**src/rtl/ram_sp_access_ctrl.sv**
```systemverilog
// ram_sp_access_ctrl
// Initiator-side controller for a single-port RAM whose read address is
// registered inside the RAM (read data appears one cycle after the address).
// Arbitrates between a write and a read request channel (valid/ready), drives
// the RAM pins from registers, captures read data two cycles after a read is
// accepted, and offers a hardware clear that fills every word with one value.
//
// Ports:
//   clk, rst                     clock, asynchronous active-high reset
//   wr_valid/wr_ready/wr_addr/wr_data   write request channel
//   rd_valid/rd_ready/rd_addr           read request channel
//   rd_data_valid/rd_data               read response (one-cycle pulse, data held)
//   clr_start/clr_value/clr_busy        whole-RAM clear control
//   ram_addr/ram_wdata/ram_we/ram_rdata RAM pin interface
module ram_sp_access_ctrl #(
    parameter int DATA_W = 8,
    parameter int ADDR_W = 6
) (
    input  logic              clk,
    input  logic              rst,
    input  logic              wr_valid,
    output logic              wr_ready,
    input  logic [ADDR_W-1:0] wr_addr,
    input  logic [DATA_W-1:0] wr_data,
    input  logic              rd_valid,
    output logic              rd_ready,
    input  logic [ADDR_W-1:0] rd_addr,
    output logic              rd_data_valid,
    output logic [DATA_W-1:0] rd_data,
    input  logic              clr_start,
    input  logic [DATA_W-1:0] clr_value,
    output logic              clr_busy,
    output logic [ADDR_W-1:0] ram_addr,
    output logic [DATA_W-1:0] ram_wdata,
    output logic              ram_we,
    input  logic [DATA_W-1:0] ram_rdata
);

    localparam logic [2:0] ST_IDLE    = 3'd0;
    localparam logic [2:0] ST_WR      = 3'd1;
    localparam logic [2:0] ST_RD_ADDR = 3'd2;
    localparam logic [2:0] ST_RD_DATA = 3'd3;
    localparam logic [2:0] ST_CLR     = 3'd4;

    localparam logic [ADDR_W-1:0] LAST_ADDR = '1;

    logic [2:0]        state_q, state_d;
    logic              last_was_write_q, last_was_write_d;
    logic [ADDR_W-1:0] ram_addr_q, ram_addr_d;
    logic [DATA_W-1:0] ram_wdata_q, ram_wdata_d;
    logic              ram_we_q, ram_we_d;
    logic [DATA_W-1:0] rd_data_q, rd_data_d;
    logic              rd_data_valid_q, rd_data_valid_d;
    logic              clr_busy_q, clr_busy_d;

    logic idle_free;
    logic both_valid;

    // A pending clear blocks both channels for this edge, since it wins.
    // With both requests valid, the one served last is held off.
    always_comb begin
        idle_free  = (state_q == ST_IDLE) && !clr_start;
        both_valid = wr_valid && rd_valid;
        wr_ready   = idle_free && !(both_valid && last_was_write_q);
        rd_ready   = idle_free && !(both_valid && !last_was_write_q);
    end

    always_comb begin
        state_d          = state_q;
        last_was_write_d = last_was_write_q;
        ram_addr_d       = ram_addr_q;
        ram_wdata_d      = ram_wdata_q;
        ram_we_d         = 1'b0;
        rd_data_d        = rd_data_q;
        rd_data_valid_d  = 1'b0;
        clr_busy_d       = clr_busy_q;

        case (state_q)
            ST_IDLE: begin
                if (clr_start) begin
                    ram_addr_d  = '0;
                    ram_wdata_d = clr_value;
                    ram_we_d    = 1'b1;
                    clr_busy_d  = 1'b1;
                    state_d     = ST_CLR;
                end else if (wr_valid && wr_ready) begin
                    ram_addr_d       = wr_addr;
                    ram_wdata_d      = wr_data;
                    ram_we_d         = 1'b1;
                    last_was_write_d = 1'b1;
                    state_d          = ST_WR;
                end else if (rd_valid && rd_ready) begin
                    ram_addr_d       = rd_addr;
                    last_was_write_d = 1'b0;
                    state_d          = ST_RD_ADDR;
                end
            end
            ST_WR: begin
                // The RAM stores the word on this edge; write enable drops.
                state_d = ST_IDLE;
            end
            ST_RD_ADDR: begin
                // The RAM registers the address on this edge.
                state_d = ST_RD_DATA;
            end
            ST_RD_DATA: begin
                rd_data_d       = ram_rdata;
                rd_data_valid_d = 1'b1;
                state_d         = ST_IDLE;
            end
            ST_CLR: begin
                // Stop on the last address instead of wrapping back to zero.
                if (ram_addr_q == LAST_ADDR) begin
                    clr_busy_d = 1'b0;
                    state_d    = ST_IDLE;
                end else begin
                    ram_addr_d = ram_addr_q + ADDR_W'(1);
                    ram_we_d   = 1'b1;
                end
            end
            default: begin
                state_d = ST_IDLE;
            end
        endcase
    end

    always_ff @(posedge clk or posedge rst) begin
        if (rst) begin
            state_q          <= ST_IDLE;
            last_was_write_q <= 1'b0;
            ram_addr_q       <= '0;
            ram_wdata_q      <= '0;
            ram_we_q         <= 1'b0;
            rd_data_q        <= '0;
            rd_data_valid_q  <= 1'b0;
            clr_busy_q       <= 1'b0;
        end else begin
            state_q          <= state_d;
            last_was_write_q <= last_was_write_d;
            ram_addr_q       <= ram_addr_d;
            ram_wdata_q      <= ram_wdata_d;
            ram_we_q         <= ram_we_d;
            rd_data_q        <= rd_data_d;
            rd_data_valid_q  <= rd_data_valid_d;
            clr_busy_q       <= clr_busy_d;
        end
    end

    assign ram_addr      = ram_addr_q;
    assign ram_wdata     = ram_wdata_q;
    assign ram_we        = ram_we_q;
    assign rd_data       = rd_data_q;
    assign rd_data_valid = rd_data_valid_q;
    assign clr_busy      = clr_busy_q;

endmodule

```
**config.mk**
```make
export PLATFORM = sky130hd
export DESIGN_NAME = ram_sp_access_ctrl
export DESIGN_NICKNAME = d
export VERILOG_FILES = /design/src/rtl/ram_sp_access_ctrl.sv
export SDC_FILE = /design/constraint.sdc
export NUM_CORES = 1
export LEC_CHECK = 0
export ABC_AREA = 1
export CAP_MARGIN = 20
export CORE_MARGIN = 3
export CORE_UTILIZATION = 25
export DETAILED_ROUTE_END_ITERATION = 6
export PLACE_DENSITY_LB_ADDON = 0.12
export SYNTH_ARGS = -nofsm -noshare
export SYNTH_HDL_FRONTEND = slang
export SYNTH_SLANG_ARGS = --single-unit
```
**constraint.sdc**
```tcl
create_clock -name clk -period 1.3 [get_ports clk]
set_input_delay 0.39 -clock clk [delete_from_list [all_inputs] [get_ports clk]]
set_output_delay 0.39 -clock clk [all_outputs]
set_load 0.05 [all_outputs]
```
Yosys cells after proc, flatten, opt, wreduce, memory -nomap -nowiden:

Cells that the tools add are included.

* bits in registers: 29
* bits in latches: 0
* bits in writable memories: 0
* ROM bits: 0
* input port bits: 41
* output and inout port bits: 27
* word-level logic and storage cells: 61
* memories: 0

* add/subtract/negate cells: 1
* multiply operators: 0
* div/mod/pow operators: 0
* $lt $le $gt $ge: 0
* eq/ne operators: 8
* shifts and indexed selects: 0
* multiplexer cells: 22
* bitwise logic cells: 1
* reductions and logical operators: 21

Operator list (count)
* $mux W6: 4
* $mux W8: 2
* $mux W3: 4
* $pmux W6 S2: 1
* $pmux W3 S3: 1
* $reduce_and A3 Y1: 3
* $logic_and A1 B1 Y1: 8
* $mux W1: 8
* $add A6 B1 Y6 const B: 1
* $eq A3 B2 Y1 const B: 2
* $eq A6 B6 Y1 const B: 1
* $ne A2 B2 Y1 const B: 3
* $reduce_bool A2 Y1: 3
* $logic_not A1 Y1: 4
* $ne A4 B2 Y1 const B: 1
* $pmux W1 S2: 2
* $reduce_and A2 Y1: 2
* $eq A3 B3 Y1 const B: 1
* $logic_not A3 Y1: 1
* $not A1 Y1: 1

Depth between registers and ports, before layout:

Gate-level depths: netlist of run 1.

* word-level depth: 9
* mapped depth: 9
* gate-level depth less buffers: 9

Worst setup path after synthesis of run 1:

No wires, ideal clock.

* kind: input-to-output
* start: in clr_start
* end: out rd_ready
* data arrival time: 1575 ps
* setup slack: -665 ps
* cell stages on the path: 4
* path through: buf_4 > inv_4 > nand3_4 > a31oi_1

* word-level cells in the longest chain between the ends: 3

Ends and longest elaborated chain
* from (decl): RTL line 30 `input logic clr_start,`
* $logic_not A1 Y1: RTL line 62 `idle_free = (state_q == ST_IDLE) && !clr_start;`
* $logic_and A1 B1 Y1: RTL line 62
* $logic_and A1 B1 Y1: RTL line 65 `rd_ready = idle_free && !(both_valid && !last_was_write_q);`
* to (decl): RTL line 26 `output logic rd_ready,`

Every way passes these cells.

Final worst setup path of run 1:

* start: reg state_q[1]
* end: out rd_ready

* word-level cells in the longest chain between the ends: 3

Ends and longest elaborated chain
* from (decl): RTL line 47 `logic [2:0] state_q, state_d;`
* from (signal assigned): RTL line 138 `state_q <= state_d;`
* $logic_not A3 Y1: RTL line 62
* $logic_and A1 B1 Y1: RTL line 62
* $logic_and A1 B1 Y1: RTL line 65

Every way passes these cells.

==> reports/results.tsv, run 1 <==
stage	metric	value	unit
outcome	status	complete, but fails checks	
worst_setup_path	worst path cell trace	nor2_4 > nand3_4 > a31oi_4 > buf_12	
layout	Final Instance Area	0.003323	mm²
global_route	initial antenna violation count	0	
worst_setup_path	CP Class	flip-flop to output pin	
worst_setup_path	FF-to-FF Start	state_q[1]$_DFFE_PP0P_	
hold_path	Hold Crit Class	primary input to async pin	
clocking	total CTS buffers	5	
floorplan	Die X	86.13	µm
worst_setup_path	Critical Path Slowest Stage Cell	dfrtp_1	
placed_design	HPWL after DPL	3.642	mm
layout	most frequent cells in the layout	42 x nand2_1, 37 x clkdlybuf4s50_1, 31 x buf_4, 27 x buf_12	
worst_setup_path	critical path's largest stage delay	0.41	ns
placed_design	Placement Cell Area	0.002858	mm²
sta	Max Freq	574.2	MHz
global_route	vias in the first global route	1653	
worst_setup_path	CP top delay family	flip-flops	
synth	syn nets	246	
synth	Cell Area, Synth	0.001605	mm²
global_route	pin count of the biggest net entering global routing	17	
floorplan	Initial Util	0.2649	
sta	Final Hold Violating Endpoints	0	
sta	worst slew pin tran	0.3048	ns
synth	Mapped Cells	204	
worst_setup_path	CP endpoint kind	output pin	
detailed_routing	drt pass-1 iters	4	
sta	Worst slew margin	0.7960	
floorplan	I/O pin count	68	
worst_setup_path	Setup crit start kind	flip-flop	
synth	register bit total from synthesis	29	
layout	Syn-to-layout area delta	107.0	%
detailed_routing	Via density	4.462	
global_route	first-pass GRT wire length	8.059	mm
global_route	gr usage total	0.1385	
floorplan	die height	86.13	µm
synth	Syn. warnings	0	
detailed_routing	antenna violation net count after detailed routing	0	
layout	number of nets in the layout	360	
layout	commonest non-fill, non-tap cell in the layout	nand2_1	
clocking	Worst-Skew Late Latency	0.28	ns
layout	final core occ	0.5483	
floorplan	Die ar.	0.007418	mm²
sta	RSZ-0062 raised after global routing	true	
sta	endpoints failing setup	27	
worst_setup_path	R2R cell count	8	
power	Final Power	9.147	mW
run	max-cap viol count	0	
worst_setup_path	Worst Path Max Fanout	3	
power	Static Leak	1.529	nW
layout	Diodes inserted	0	
worst_setup_path	FF-to-FF setup slack	-0.21	ns
placed_design	gpl congestion	0.8179	
detailed_routing	WL/cell	12.80	µm
detailed_routing	final WL	5.044	mm
synth	post-synthesis sequential area ratio	0.4521	
clocking	CTS HTree Levels	2	
detailed_routing	DR iter-0 viols	49	
sta	worst setup margin	-0.4415	ns
global_route	Overflow after GRT	0	
clocking	CTS tree	yes	
worst_setup_path	critical path arrival	1.35	ns
outcome	failing checks	negative setup slack	
worst_setup_path	CP Buf/Inv Count	1	
sta	final worst path period need	1.741	ns
sta	period utilisation layout	1.340	
detailed_routing	DRC errors left	0	
worst_setup_path	FF-to-FF End	ram_addr[4]$_DFFE_PP0P_	
floorplan	Rows	28	
power	Power Density	2753	mW/mm²
detailed_routing	total number of vias	1758	
layout	proportion of layout cells with a drive suffix above 1	0.4295	
clocking	buffer levels on the longest clock path	2	
clocking	Root Buffer	clkbuf_8	
floorplan	Placeable Area	0.006061	mm²
synth	Yosys cell types	24	
sta	Final Max Slew Viols	0	
worst_setup_path	WP data required	0.91	ns
clocking	Post-CTS Hold Fix Bufs	0	
clocking	Num Clock Sinks	29	
sta	clk_skew	0.004411	ns
synth	Syn Area/Cell	7.869	µm²
clocking	Worst-path clk slew	0.07	ns
worst_setup_path	CP startpoint	state_q[1]$_DFFE_PP0P_	
power	Max VDD drop	1247	µV
placed_design	IO Port Bufs	67	
## registers in the layout, indices dropped and copies added (netlist names)
register and cells:
last_was_write_q 1, clr_busy 1, state_q 3, ram_wdata 8, ram_we 1, rd_data 8, ram_addr 6, rd_data_valid 1
## worst max-delay path by stage
stage | endpoint | slack [ns] | depth (start not counted)
after global placement | rd_ready | -0.55 | 5
after floorplan | ram_wdata[2]$_DFFE_PP0P_ | -0.23 | 9
final | rd_ready | -0.44 | 4
after detailed placement | ram_wdata[2]$_DFFE_PP0P_ | -0.59 | 8
after CTS | rd_ready | -0.45 | 4
after global routing | rd_ready | -0.50 | 4
## cell type report
type / count / area, µm²
Tap cell: 75 / 93.84
Sequential cell: 29 / 729.5
Fill cell: 563 / 2738
Clock inverter: 1 / 30.03
Inverter: 26 / 105.1
Multi-Input combinational cell: 146 / 969.7
Timing Repair Buffer: 110 / 1309
Clock buffer: 7 / 86.33
## cells by family after synthesis
| group | synth area share |
|---|---|
| buffers and inverters | 0.09275 |
| AOI/OAI and AO/OA | 0.1278 |
| DFF | 0.4521 |
| and+or+nand+nor | 0.3196 |
| adders and majority gates | 0.007793 |
## layer usage
| metal | part of all wire | routed length, µm | track usage |
|---|---|---|---|
| met1 | 0.45 | 2255 | 0.1835 |
| met2 | 0.48 | 2430 | 0.2172 |
| met3 | 0.060 | 303 | 0.04323 |
| met4 | 0.011 | 55 | 0.03885 |
| met5 | 0 | 0 | 0 |
## through the flow
stage                     setup WS (ns)  setup TNS, ns  hold WS (ns)  std cells
after floorplan                 -0.2304         -2.924        0.4680        204
after global placement          -0.5536         -10.78        0.5173        370
after detailed placement        -0.5852         -11.36        0.5236        370
after CTS                       -0.4489         -2.913        0.4222        388
after global routing            -0.4985         -5.546        0.4485        394
final                           -0.4415         -3.559        0.4215        394
## power by group
part           internal, mW  switching [mW]  total (mW)
sequential             1.34           0.405        1.75
combinational          3.10            3.31        6.41
clock                 0.625           0.359       0.984
total                  5.07            4.08        9.15
## repair_timing
item                       in CTS  in global routing
setup endpoints to repair      26                 28
pin swaps                       3                 10
resized for setup              20                 39
gates cloned                    1                  1
buffers inserted                9                  6
## synthesized netlist by cell type
cell type / n / area [µm²]
buf_6: 3 / 33.78
nor2_1: 34 / 127.6
inv_1: 19 / 71.32
nand2_4: 2 / 22.52
a31oi_4: 1 / 21.27
nand2_1: 49 / 183.9
o21ai_0: 1 / 5.000
nand3_4: 1 / 17.52
dfrtp_1: 29 / 725.7
inv_4: 1 / 6.260
nand2_2: 2 / 12.51
nor3_1: 2 / 10.01
a22oi_1: 1 / 7.510
buf_4: 2 / 15.01
a31oi_1: 1 / 6.260
nand3_1: 16 / 80.08
ha_1: 1 / 12.51
o21ai_1: 8 / 40.04
a21oi_1: 13 / 65.06
nor2_4: 2 / 22.52
inv_2: 6 / 22.52
o21a_1: 8 / 60.06
nor2_8: 1 / 20.02
nor3_4: 1 / 16.27
## worst min-delay path, stage by stage
cell,delay [ns]
clkdlybuf4s50_1,0.40
inv_1,0.07
buf_4,0.21
No activity file was read; power rests on OpenSTA's default activity.
==> inputs of run 2 (changes only) <==
--- a/config.mk
+++ b/config.mk
@@ -7,7 +7,6 @@
 export LEC_CHECK = 0
 export ABC_AREA = 1
 export CAP_MARGIN = 20
-export CORE_MARGIN = 3
 export CORE_UTILIZATION = 25
 export DETAILED_ROUTE_END_ITERATION = 6
 export PLACE_DENSITY_LB_ADDON = 0.12
==> run 2 against run 1 <==
Against the previous run: the flow still finishes with violations (negative setup slack); clock power is 0.6% higher; non-clock buffer count rose by 5; critical path depth grew 1; final cell count up 1.3%; flip-flop and latch count unchanged; routed wire length fell by 3.3%; setup slack got worse by 0.010 ns; sequential share of layout area rose by 0.17 points; critical path type unchanged; highest routed layer unchanged.
==> reports/results.tsv, run 2 (synthesis results as in run 1) <==
stage	metric	value	unit
outcome	status	complete, but fails checks	
outcome	failing checks	negative setup slack	
sta	endpoints failing setup	26	
clocking	buffer levels on the longest clock path	2	
detailed_routing	WL/cell	12.23	µm
layout	number of nets in the layout	365	
global_route	first-pass GRT wire length	8.148	mm
detailed_routing	total number of vias	1755	
clocking	total CTS buffers	5	
power	Max VDD drop	1124	µV
detailed_routing	Via density	4.398	
global_route	Overflow after GRT	0	
floorplan	Placeable Area	0.006061	mm²
layout	final std cells w/o fill	399	
worst_setup_path	worst path cell trace	nor2_4 > nand3_4 > buf_12 > nor2_8 > buf_12	
sta	final worst path period need	1.752	ns
detailed_routing	drt pass-1 iters	4	
sta	period utilisation layout	1.347	
worst_setup_path	CP startpoint	state_q[1]$_DFFE_PP0P_	
layout	Multi-input gate area	883.3	µm²
clocking	Num Clock Sinks	29	
clocking	Root Buffer	clkbuf_8	
placed_design	pre-CTS setup slack	-0.6489	ns
clocking	CTS tree	yes	
sta	worst slew pin tran	0.2531	ns
detailed_routing	final WL	4.880	mm
floorplan	Rows	28	
floorplan	Initial Util	0.2649	
worst_setup_path	critical path arrival	1.36	ns
hold_path	Hold Crit Class	primary input to async pin	
placed_design	IO Port Bufs	67	
sta	setup_tns	-6.450	ns
worst_setup_path	CP endpoint	wr_ready	
worst_setup_path	Crit path top cell by count	buf_12	
worst_setup_path	CP Class	flip-flop to output pin	
detailed_routing	DR iter-0 viols	84	
run	max-cap viol count	0	
sta	Final Hold Violating Endpoints	0	
floorplan	Die X	82.13	µm
layout	proportion of layout cells with a drive suffix above 1	0.3704	
sta	Final Max Slew Viols	0	
floorplan	die height	82.13	µm
floorplan	I/O pin count	68	
layout	Diodes inserted	0	
sta	Max Freq	570.9	MHz
clocking	Worst-Skew Late Latency	0.28	ns
placed_design	DP Cell Count	371	
power	Power Density	2706	mW/mm²
layout	area occupied by registers	728.2	µm²
layout	# fillers	553	
worst_setup_path	CP endpoint kind	output pin	
placed_design	Placement Cell Area	0.002878	mm²
worst_setup_path	WP data required	0.91	ns
placed_design	gpl congestion	0.8161	
worst_setup_path	FF-to-FF setup slack	-0.32	ns
placed_design	HPWL after DPL	3.368	mm
detailed_routing	DRC errors left	0	
global_route	initial antenna violation count	0	
layout	Syn-to-layout area delta	105.1	%
sta	worst setup margin	-0.4517	ns
clocking	Worst-path clk slew	0.07	ns
global_route	vias in the first global route	1749	
sta	clk_skew	0.006868	ns
worst_setup_path	Critical Path Slowest Stage Cell	dfrtp_1	
global_route	gr usage total	0.1612	
worst_setup_path	FF-to-FF End	ram_wdata[7]$_DFFE_PP0P_	
power	Static Leak	1.544	nW
floorplan	Die ar.	0.006745	mm²
worst_setup_path	Setup crit start kind	flip-flop	
worst_setup_path	FF-to-FF Start	state_q[1]$_DFFE_PP0P_	
sta	WHS	0.4284	ns
layout	most frequent cells in the layout	45 x nand2_1, 37 x clkdlybuf4s50_1, 37 x buf_4, 33 x nor2_1, 30 x buf_12	
sta	Worst slew margin	0.8307	
worst_setup_path	critical path's largest stage delay	0.41	ns
worst_setup_path	Worst Path Max Fanout	3	
sta	RSZ-0062 raised after global routing	true	
detailed_routing	antenna violation net count after detailed routing	0	
worst_setup_path	R2R cell count	9	
clocking	Post-CTS Hold Fix Bufs	0	
global_route	pin count of the biggest net entering global routing	16	
layout	Final Instance Area	0.003292	mm²
layout	commonest non-fill, non-tap cell in the layout	nand2_1	
clocking	CTS HTree Levels	2	
run 2: changes by cell type in the layout (fill, tap and decap cells not counted), moves of 4 or more:
cell     before  now
buf_4        31   37
nand3_2      10    5
o21ai_2       4    0
nor2_1       26   33
nand3_1       6   11
nor2_2        5    0
run 2: worst min-delay path by stage:
stage	end	slack, ns	cells after the start
4_1_cts	state_q[1]$_DFFE_PP0P_	0.43	3
3_3_place_gp	rd_data[6]$_DFFE_PP0P_	0.52	2
2_1_floorplan	clr_busy$_DFFE_PP0P_	0.47	1
5_1_grt	state_q[1]$_DFFE_PP0P_	0.44	3
6_report	state_q[2]$_DFFE_PP0P_	0.43	3
3_5_place_dp	rd_data[6]$_DFFE_PP0P_	0.52	2
run 2: critical path, delay by kind of cell (launching register included):
kind / cells / cell delay, ns
flops: 1 / 0.41
simple gates: 3 / 0.39
buf+inv: 2 / 0.29
run 2: timing repair:
item | in CTS | in global routing
setup endpoints to repair | 26 | 28
buffers inserted | 13 | 6
resized for setup | 21 | 9
cloned | 2 | 0
endpoints found under the hold margin | 0 | 0
pin swaps | 11 | 4
run 2: where the power goes:
part	internal, mW	switching [mW]	total, mW
clock network	0.625	0.365	0.990
logic	3.05	3.13	6.18
registers	1.34	0.401	1.74
run 2: through the flow:
step / util / total power, mW
4_1_cts: 0.5316 / 8.763
3_3_place_gp: 0.4748 / 7.095
3_5_place_dp: 0.4748 / 7.135
5_1_grt: 0.5431 / 9.412
6_report: 0.5431 / 8.907
2_1_floorplan: - / 4.507
run 2: routing by layer:
metal / up-vias / GRT usage / wire (µm)
met1: 811 / 0.2038 / 2149
met2: 48 / 0.2661 / 2399
met3: 9 / 0.03956 / 249
li1: 887 / - / -
met5: - / 0 / 0
met4: 0 / 0.05614 / 82
run 2: cell type report:
| cell class | instances | share of cell area |
|---|---|---|
| Sequential cell | 29 | 0.2212 |
| Timing Repair Buffer | 115 | 0.4147 |
| Tap cell | 75 | 0.02851 |
| Clock inverter | 1 | 0.009122 |
| Clock buffer | 7 | 0.02623 |
| Multi-Input combinational cell | 146 | 0.2683 |
| Inverter | 26 | 0.03193 |
